==> src/rtl/y86_pkg.sv <==
// rtl/y86_pkg.sv - Y86 icodes, register indices and write-back FSM states
package y86_pkg;

    localparam logic [3:0] IHALT   = 4'h0;
    localparam logic [3:0] INOP    = 4'h1;
    localparam logic [3:0] IRRMOVQ = 4'h2;
    localparam logic [3:0] IIRMOVQ = 4'h3;
    localparam logic [3:0] IRMMOVQ = 4'h4;
    localparam logic [3:0] IMRMOVQ = 4'h5;
    localparam logic [3:0] IOPQ    = 4'h6;
    localparam logic [3:0] IJXX    = 4'h7;
    localparam logic [3:0] ICALL   = 4'h8;
    localparam logic [3:0] IRET    = 4'h9;
    localparam logic [3:0] IPUSHQ  = 4'hA;
    localparam logic [3:0] IPOPQ   = 4'hB;

    localparam logic [3:0] RSP   = 4'h4;
    localparam logic [3:0] RNONE = 4'hF;

    typedef enum logic [1:0] {
        IDLE = 2'd0,
        WR_E = 2'd1,
        WR_M = 2'd2,
        RET  = 2'd3
    } wb_state_e;

endpackage

==> src/rtl/wb_dest_decode.sv <==
// rtl/wb_dest_decode.sv - icode/cnd/rA/rB to write-back destinations
module wb_dest_decode
    import y86_pkg::*;
#(
    parameter int ADDR_W = 4
) (
    input  logic [3:0]        icode_i,
    input  logic              cnd_i,
    input  logic [ADDR_W-1:0] ra_i,
    input  logic [ADDR_W-1:0] rb_i,
    output logic [ADDR_W-1:0] dst_e_o,
    output logic [ADDR_W-1:0] dst_m_o,
    output logic              bad_o
);

    localparam logic [ADDR_W-1:0] NONE = '1;
    localparam logic [ADDR_W-1:0] SP   = ADDR_W'(RSP);

    always_comb begin
        dst_e_o = NONE;
        dst_m_o = NONE;
        bad_o   = 1'b0;
        case (icode_i)
            IRRMOVQ: if (cnd_i) dst_e_o = rb_i;
            IIRMOVQ,
            IOPQ:    dst_e_o = rb_i;
            IMRMOVQ: dst_m_o = ra_i;
            ICALL,
            IRET,
            IPUSHQ:  dst_e_o = SP;
            IPOPQ: begin
                dst_e_o = SP;
                dst_m_o = ra_i;
            end
            IHALT, INOP, IRMMOVQ, IJXX: ;
            default: bad_o = 1'b1;
        endcase
    end

endmodule

==> src/rtl/regfile_wb_sequencer.sv <==
// rtl/regfile_wb_sequencer.sv - sequences E/M write-backs and host writes onto one register-file port
module regfile_wb_sequencer
    import y86_pkg::*;
#(
    parameter int DATA_W = 64,
    parameter int ADDR_W = 4
) (
    input  logic              clock,
    input  logic              reset,
    input  logic              in_valid,
    output logic              in_ready,
    input  logic [3:0]        in_code,
    input  logic              cnd,
    input  logic [ADDR_W-1:0] ra,
    input  logic [ADDR_W-1:0] rb,
    input  logic [DATA_W-1:0] val_e,
    input  logic [DATA_W-1:0] val_m,
    input  logic              host_req,
    input  logic [ADDR_W-1:0] host_addr,
    input  logic [DATA_W-1:0] host_data,
    output logic              host_gnt,
    output logic              wr_en,
    output logic [ADDR_W-1:0] wr_addr,
    output logic [DATA_W-1:0] wr_data,
    output logic              retire,
    output logic              bad_code
);

    localparam logic [ADDR_W-1:0] NONE = '1;

    wb_state_e         state_q, state_d;
    logic [ADDR_W-1:0] dst_m_q, dst_m_d;
    logic [DATA_W-1:0] val_m_q, val_m_d;
    logic              wr_en_d, host_gnt_d, retire_d, bad_d;
    logic [ADDR_W-1:0] wr_addr_d;
    logic [DATA_W-1:0] wr_data_d;

    logic [ADDR_W-1:0] dec_e, dec_m;
    logic              dec_bad;

    wb_dest_decode #(.ADDR_W(ADDR_W)) u_decode (
        .icode_i (in_code),
        .cnd_i   (cnd),
        .ra_i    (ra),
        .rb_i    (rb),
        .dst_e_o (dec_e),
        .dst_m_o (dec_m),
        .bad_o   (dec_bad)
    );

    assign in_ready = (state_q == IDLE);

    // Outputs are computed for the state being entered, so the first write lands one cycle after accept.
    always_comb begin
        state_d    = state_q;
        dst_m_d    = dst_m_q;
        val_m_d    = val_m_q;
        wr_en_d    = 1'b0;
        wr_addr_d  = '0;
        wr_data_d  = '0;
        host_gnt_d = 1'b0;
        retire_d   = 1'b0;
        bad_d      = 1'b0;
        case (state_q)
            IDLE: begin
                if (in_valid) begin
                    dst_m_d = dec_m;
                    val_m_d = val_m;
                    if (dec_e != NONE) begin
                        state_d   = WR_E;
                        wr_en_d   = 1'b1;
                        wr_addr_d = dec_e;
                        wr_data_d = val_e;
                        retire_d  = (dec_m == NONE);
                    end else if (dec_m != NONE) begin
                        state_d   = WR_M;
                        wr_en_d   = 1'b1;
                        wr_addr_d = dec_m;
                        wr_data_d = val_m;
                        retire_d  = 1'b1;
                    end else begin
                        state_d  = RET;
                        retire_d = 1'b1;
                        bad_d    = dec_bad;
                    end
                end else if (host_req) begin
                    host_gnt_d = 1'b1;
                    wr_en_d    = (host_addr != NONE);
                    wr_addr_d  = host_addr;
                    wr_data_d  = host_data;
                end
            end
            WR_E: begin
                if (dst_m_q != NONE) begin
                    state_d   = WR_M;
                    wr_en_d   = 1'b1;
                    wr_addr_d = dst_m_q;
                    wr_data_d = val_m_q;
                    retire_d  = 1'b1;
                end else begin
                    state_d = IDLE;
                end
            end
            WR_M:    state_d = IDLE;
            RET:     state_d = IDLE;
            default: state_d = IDLE;
        endcase
    end

    always_ff @(posedge clock or posedge reset) begin
        if (reset) begin
            state_q  <= IDLE;
            dst_m_q  <= NONE;
            val_m_q  <= '0;
            wr_en    <= 1'b0;
            wr_addr  <= '0;
            wr_data  <= '0;
            host_gnt <= 1'b0;
            retire   <= 1'b0;
            bad_code <= 1'b0;
        end else begin
            state_q  <= state_d;
            dst_m_q  <= dst_m_d;
            val_m_q  <= val_m_d;
            wr_en    <= wr_en_d;
            wr_addr  <= wr_addr_d;
            wr_data  <= wr_data_d;
            host_gnt <= host_gnt_d;
            retire   <= retire_d;
            bad_code <= bad_d;
        end
    end

endmodule

==> config.mk <==
export PLATFORM = sky130hd
export DESIGN_NAME = regfile_wb_sequencer
export DESIGN_NICKNAME = d
export VERILOG_FILES = /design/src/rtl/y86_pkg.sv /design/src/rtl/wb_dest_decode.sv /design/src/rtl/regfile_wb_sequencer.sv
export SDC_FILE = /design/constraint.sdc
export NUM_CORES = 1
export LEC_CHECK = 0
export CELL_PAD_IN_SITES_DETAIL_PLACEMENT = 1
export CELL_PAD_IN_SITES_GLOBAL_PLACEMENT = 2
export CORE_MARGIN = 5
export CORE_UTILIZATION = 27
export DETAILED_ROUTE_END_ITERATION = 16
export GPL_ROUTABILITY_DRIVEN = 0
export GPL_TIMING_DRIVEN = 0
export PLACE_DENSITY_LB_ADDON = 0.1
export SLEW_MARGIN = 0
export SYNTH_ARGS = -nofsm -noshare
export SYNTH_HDL_FRONTEND = slang
export SYNTH_SLANG_ARGS = --single-unit
==> constraint.sdc <==
create_clock -name clock -period 8.85 [get_ports clock]
set_input_delay 0.885 -clock clock [delete_from_list [all_inputs] [get_ports clock]]
set_output_delay 0.885 -clock clock [all_outputs]
set_load 0.02 [all_outputs]
==> metrics.md, run 1 <==
| Metric | Value |
|---|---|
| Detailed Route Iter0 Violations | `288` |
| Top_reg_cell synth | `dfrtp_1` |
| Critical path fanouts, max | `10` |
| Worst hold path depth | `2` |
| Worst-Margin Slew | `1218 ps` |
| Post-synthesis sequential area ratio | `53.92%` |
| Tot GR Track Use | `20.85%` |
| Slowest CP cell | `a2111oi_4` |
| Mean Syn Cell Area | `10.21 um2` |
| Clock transition at path regs | `60 ps` |
| CP delay by family, top | `buffers and inverters` |
| P per Cell Area | `252.9 nW/um2` |
| CTS buffer count | `17` |
| First-pass GRT wire length | `45.24 mm` |
| Leakage | `4.427 nW` |
| Unique masters post-synth | `37` |
| Arrival time worst endpoint | `3540 ps` |
| Status | `finished, final reports clean` |
| Pre-antenna DRT Iters | `4` |
| Largest net degree at the start of global routing | `74` |
| Initial Utilization | `27.29%` |
| Crit-path cells | `clkdlybuf4s50_1 > o31ai_4 > a2111oi_4 > clkbuf_1 > nor4_1 > a311o_1` |
| Root Buffer | `clkbuf_16` |
| Synthesized Nets | `859` |
| CP endpoint kind | `flop` |
| Global route total overflow | `0` |
| Share of cells above drive strength 1 | `5.602%` |
| Hold EP | `val_m_q[18]` |
| Cell accounting for the most synthesized area | `dfrtp_1` |
| Vias in the first global route | `7570` |
| Gate Count Post-Synth | `646` |
| Boundary Pins | `286` |
| Post-CTS Resized | `0` |
| Relative slew slack | `18.57%` |
| Max Cap Viol | `0` |
| Synthesized area | `6599 um2` |
| Share of the synthesized area in the top cell type | `52.33%` |
| Final WL | `29.26 mm` |
| Number of nets in the layout | `1164` |
| Worst r2r dst | `dst_m_q[2]` |
| Top cells by area, synth | `dfrtp_1 52%, nand2_1 11%, a311o_1 9.7%` |
| Setup Buffers After CTS | `0` |
| EDFF count, synth | `0` |
| Routed Antenna Nets | `0` |
| Routed vias/inst | `5.079` |
| DRC viols | `0` |
| CTS HTree Levels | `4` |
| Worst min path class | `flop to flop` |
| CTS sink count | `142` |
| Setup CP Type | `input port to flop` |
| Hold buffers post-CTS | `0` |
| DP HPWL | `21.54 mm` |
| CP Launch Type | `input port` |
| Worst EP required | `9160 ps` |
| Number of synthesis warnings | `0` |
| Flops & latches, synth | `142` |
| Maximum vdd drop | `0.0001281 V` |
| RSZ-0062 raised after global routing | `false` |
| Worst skew pair latency | `430 ps` |
| Num rows | `57` |
| FMAX | `0.3095 GHz` |
| HP Start | `val_m_q[18]` |
| Fin area | `10490 um2` |
| Final worst path period share | `36.51%` |
| Die area | `27670 um2` |
| IO buf count | `285` |
| Sum Neg Setup Slack | `0 ps` |
| DP Area | `9889 um2` |
| Endpoints failing hold | `0` |
| DR vias | `6567` |
| Flop-to-flop setup slack | `6260 ps` |
| Die Ht | `166.3 um` |
| Drt wl/cell | `22.63 um` |
| Initial antenna violation count | `7` |
| R2r worst-path depth | `6` |
| Clock Skew | `11.76 ps` |
| Final Critical Period | `3231 ps` |
| Pins Over Slew Limit | `0` |
| Die W | `166.3 um` |
| Peak per-stage delay on the critical path | `730 ps` |
| Maximum clock path buffer count | `2` |
| FFs w/ async S/R, synth | `100.0%` |
| WP buf/inv | `2` |
| R2R Path Start | `state_q[0]` |
| Synth-to-Final Area Change | `58.89%` |
| Core box area | `24180 um2` |
| Final setup vio count | `0` |
| CTS tree | `built` |
-- state kept, by name (all words and copies together), names as in the netlist --
signal and flops:
val_m_q 64, wr_data 64, dst_m_q 4, wr_addr 4, state_q 2, bad_code 1
host_gnt 1, retire 1, wr_en 1
-- through the flow --
stage                     setup slack, ps  hold WS [ps]  utilization [%]  total power [mW]  instances
after global placement               1698         457.5            40.77             1.908       1255
after CTS                            5553         480.7            43.32             2.683       1288
final                                5619         480.3            43.37             2.652       1293
after global routing                 5458         510.2            43.37             2.804       1293
after detailed placement             5105         464.2            40.90             1.936       1256
after floorplan                      4162         446.3                -             1.468        646
-- area by class of cell --
| class | instances | area, um2 |
|---|---|---|
| sequential | 142 | 3558 |
| multi-input combinational | 437 | 2739 |
| inverter | 2 | 12.51 |
| antenna | 5 | 12.51 |
| fill | 2679 | 13690 |
| clock inverter | 13 | 140.1 |
| tap | 324 | 405.4 |
| timing repair buffer | 286 | 2880 |
| clock buffer | 19 | 442.9 |
| buffer | 65 | 294.0 |
-- synth_stat cells, drive strengths merged (3+ instances only) --
master,number
o21a,3
nand4,3
a311o,64
o21ai,4
o31ai,3
dfstp,4
a21oi,3
a22o,64
clkbuf,53
nor4,65
nor2,3
dfrtp,138
a22oi,4
nand2,196
buf,12
a21o,3
o22a,3
a211oi,5
-- placed cells by master, fill, tap and decap left out, drive strengths merged, types with 4 or more instances in the layout --
master	count
nand2	196
a22o	64
clkinv	4
clkinvlp	4
o21ai	4
a211oi	5
buf	13
dfrtp	138
diode	5
nor4	65
clkbuf	72
clkdlybuf4s50	285
dfstp	4
a311o	64
a22oi	4
inv	5
-- worst reg2reg max path: cells and delay by family, from the launching register on --
family | cells | cell delay (ps)
flops | 1 | 450
buf+inv | 3 | 1380
compound gates | 1 | 240
simple gates | 2 | 450
-- cell families (layout without fill, tap and decap cells) --
logic type             after synthesis  after routing  synth area share [%]
and+or+nand+nor                    276            276                 18.98
AOI/OAI and AO/OA                  161            161                 22.53
DFF                                142            142                 53.92
buffers and inverters               67            385                 4.569
other                                0              5                     0
-- power breakdown --
part	switching [mW]	internal, mW	total [mW]
Combinational	0.509	0.408	0.917
Sequential	0.120	0.882	1.00
Clock	0.308	0.424	0.733
-- how the worst max path moves through the flow --
stage                     startpoint           to  slack, ps  depth (start not counted)
final                     in_code[0]  wr_data[15]       5620                          6
after global routing      in_code[0]  wr_data[15]       5460                          6
after CTS                 in_code[0]  wr_data[15]       5550                          6
after detailed placement  in_code[0]  wr_data[15]       5110                          6
after global placement         reset  wr_data[41]       1700                          2
after floorplan                reset     bad_code       4160                          1
-- metal layers --
metal	global-route usage [%]	wire, um
met1	26.38	12800
met3	6.617	1737
met2	34.64	14070
met4	5.550	618
met5	0	25
Note: power is estimated with default switching activity, not from simulation.
==> inputs of run 2 (changes only) <==
--- a/config.mk
+++ b/config.mk
@@ -8,7 +8,7 @@
 export CELL_PAD_IN_SITES_DETAIL_PLACEMENT = 1
 export CELL_PAD_IN_SITES_GLOBAL_PLACEMENT = 2
 export CORE_MARGIN = 5
-export CORE_UTILIZATION = 27
+export CORE_UTILIZATION = 22
 export DETAILED_ROUTE_END_ITERATION = 16
 export GPL_ROUTABILITY_DRIVEN = 0
 export GPL_TIMING_DRIVEN = 0
==> constraint.sdc (replaced) <==
create_clock -name clock -period 2.7 [get_ports clock]
set_input_delay 0.27 -clock clock [delete_from_list [all_inputs] [get_ports clock]]
set_output_delay 0.27 -clock clock [all_outputs]
set_load 0.02 [all_outputs]
==> run 2 against run 1 <==
Core utilization decreased by 7.2 points. Global-route usage decreased by 2.4 points. Critical path depth unchanged. Flip-flop and latch count unchanged. Combinational power increased to 3.3 times the previous value. Wire length increased by 7.6%. Register-to-register slack got worse by 6000 ps. Die area increased by 21%. Largest power group unchanged.
==> metrics.md, run 2 (synthesized netlist as in run 1, its figures left out) <==
| Metric | Value |
|---|---|
| Biggest regs | `val_m_q: 64 flops, wr_data: 64 flops` |
| Critical path fanouts, max | `10` |
| DP Cell Count | `1326` |
| Relative slew slack | `44.74%` |
| Vias in the first global route | `7302` |
| Detailed Route Iter0 Violations | `262` |
| Synth-to-Final Area Change | `62.55%` |
| IO buf count | `285` |
| Pre-antenna DRT Iters | `4` |
| P per Cell Area | `837.3 nW/um2` |
| Final setup vio count | `0` |
| First-pass GRT wire length | `46.95 mm` |
| CP Launch Type | `input port` |
| Drt wl/cell | `23.07 um` |
| Max Cap Viol | `0` |
| DP HPWL | `23.25 mm` |
| Tot GR Track Use | `18.42%` |
| Finished Layout Cells | `1364` |
| FMAX | `0.3911 GHz` |
| Most frequent cells in the layout | `285 x clkdlybuf4s50_1, 196 x nand2_1, 138 x dfrtp_1, 65 x nor4_1` |
| Clock transition at path regs | `70 ps` |
| CP endpoint kind | `flop` |
| Initial Utilization | `22.26%` |
| DP Area | `10030 um2` |
| Fin area | `10730 um2` |
| Die area | `33560 um2` |
| CTS tree | `built` |
| Endpoints failing hold | `0` |
| R2r worst-path depth | `6` |
| Worst EP required | `3000 ps` |
| R2R Path Start | `state_q[0]` |
| Die W | `183.2 um` |
| Final worst path period share | `94.71%` |
| Final WL | `31.47 mm` |
| CP endpoint | `wr_data[14]` |
| DR vias | `6516` |
| Worst r2r dst | `dst_m_q[0]` |
| Status | `finished, final reports clean` |
| Maximum clock path buffer count | `2` |
| Routed vias/inst | `4.777` |
| Setup CP Type | `input port to flop` |
| Final Critical Period | `2557 ps` |
| Arrival time worst endpoint | `2860 ps` |
| Worst-Margin Slew | `828.9 ps` |
| Clock Skew | `13.06 ps` |
| Worst min path class | `input port to asynchronous set/reset pin` |
| Maximum vdd drop | `0.0003438 V` |
| Critical path startpoint | `in_code[3]` |
| Global route total overflow | `0` |
| Initial antenna violation count | `2` |
| Flop-to-flop setup slack | `260 ps` |
| Num rows | `63` |
| Share of cells above drive strength 1 | `6.481%` |
| CTS HTree Levels | `4` |
| CTS sink count | `142` |
| CTS buffer count | `17` |
| Largest net degree at the start of global routing | `38` |
| Number of nets in the layout | `1172` |
| Leakage | `4.513 nW` |
| Root Buffer | `clkbuf_16` |
| Worst skew pair latency | `420 ps` |
| Die Ht | `183.2 um` |
| Pins Over Slew Limit | `0` |
| Fillers | `3355` |
| Boundary Pins | `286` |
| RSZ-0062 raised after global routing | `false` |
| Core box area | `29640 um2` |
| DRC viols | `0` |
| Routed Antenna Nets | `0` |
| Commonest non-fill, non-tap cell in the layout | `clkdlybuf4s50_1` |
[run 2: changes by cell type in the layout (fill, tap and decap cells not counted)]
cell | before | now
clkbuf_1 | 54 | 53
buf_4 | 2 | 6
clkbuf_2 | 0 | 3
clkbuf_8 | 1 | 0
bufinv_16 | 2 | 5
clkinv_4 | 1 | 0
diode_2 | 5 | 2
clkinv_2 | 3 | 0
buf_16 | 1 | 0
buf_12 | 0 | 5
[run 2: how the worst min path moves through the flow]
stage / start / to / slack [ps] / cells past startpoint
2_1_floorplan: val_m[0] / val_m_q[0] / 390 / 2
6_report: reset / wr_addr[1] / 290 / 2
4_1_cts: reset / wr_addr[1] / 290 / 2
5_1_grt: reset / wr_addr[1] / 330 / 2
3_5_place_dp: val_m_q[8] / val_m_q[8] / 460 / 2
3_3_place_gp: val_m_q[27] / val_m_q[27] / 460 / 2
[run 2: layer usage]
layer,GRT usage [%],routed length [um],vias to the layer above
met2,30.12,14840,191
met5,0,21,-
li1,-,-,3053
met4,3.308,235,4
met3,4.998,1976,15
met1,24.84,14390,3253
[run 2: power breakdown]
| group | switching, mW | internal (mW) | leakage [nW] | total [mW] |
|---|---|---|---|---|
| registers | 0.389 | 2.89 | 1.81 | 3.28 |
| logic | 1.69 | 1.35 | 2.40 | 3.04 |
| clock network | 1.01 | 1.66 | 0.302 | 2.66 |
| total | 3.08 | 5.90 | 4.51 | 8.98 |
[run 2: cell type report]
| cell class | count | area, um2 | share of cell area, % |
|---|---|---|---|
| antenna | 2 | 5.005 | 0.04666 |
| timing repair buffer | 294 | 2983 | 27.81 |
| buffer | 65 | 297.8 | 2.776 |
| clock inverter | 12 | 207.7 | 1.936 |
| clock buffer | 20 | 436.7 | 4.071 |
| tap | 390 | 488.0 | 4.549 |
| multi-input combinational | 437 | 2739 | 25.53 |
| inverter | 2 | 11.26 | 0.1050 |
| sequential | 142 | 3558 | 33.17 |
[run 2: critical path, stage by stage]
cell             delay [ps]
clkdlybuf4s50_1         640
and4b_1                 280
a211oi_4                600
clkbuf_1                570
nor4_1                  140
a311o_1                 340
[run 2: metrics by stage]
step | TNS, ps | utilization (%) | setup slack, ps | hold slack [ps] | power [mW]
floorplan | 0 | - | 656.2 | 392.8 | 4.812
detailed placement | -26800 | 33.84 | -546.0 | 464.3 | 6.394
CTS | 0 | 36.16 | 108.9 | 293.6 | 9.138
finish | 0 | 36.19 | 142.8 | 290.8 | 8.982
global placement | -175900 | 33.55 | -1075 | 461.4 | 6.342
global route | 0 | 36.17 | 0.5043 | 328.6 | 9.518
[run 2: what timing repair did]
item,in CTS,in global routing
gates resized for setup,0,6
hold buffers,0,0
endpoints found under the setup margin,13,32
gates cloned,0,0
buffers inserted,4,0
endpoints found under the hold margin,0,0
pin swaps,1,0
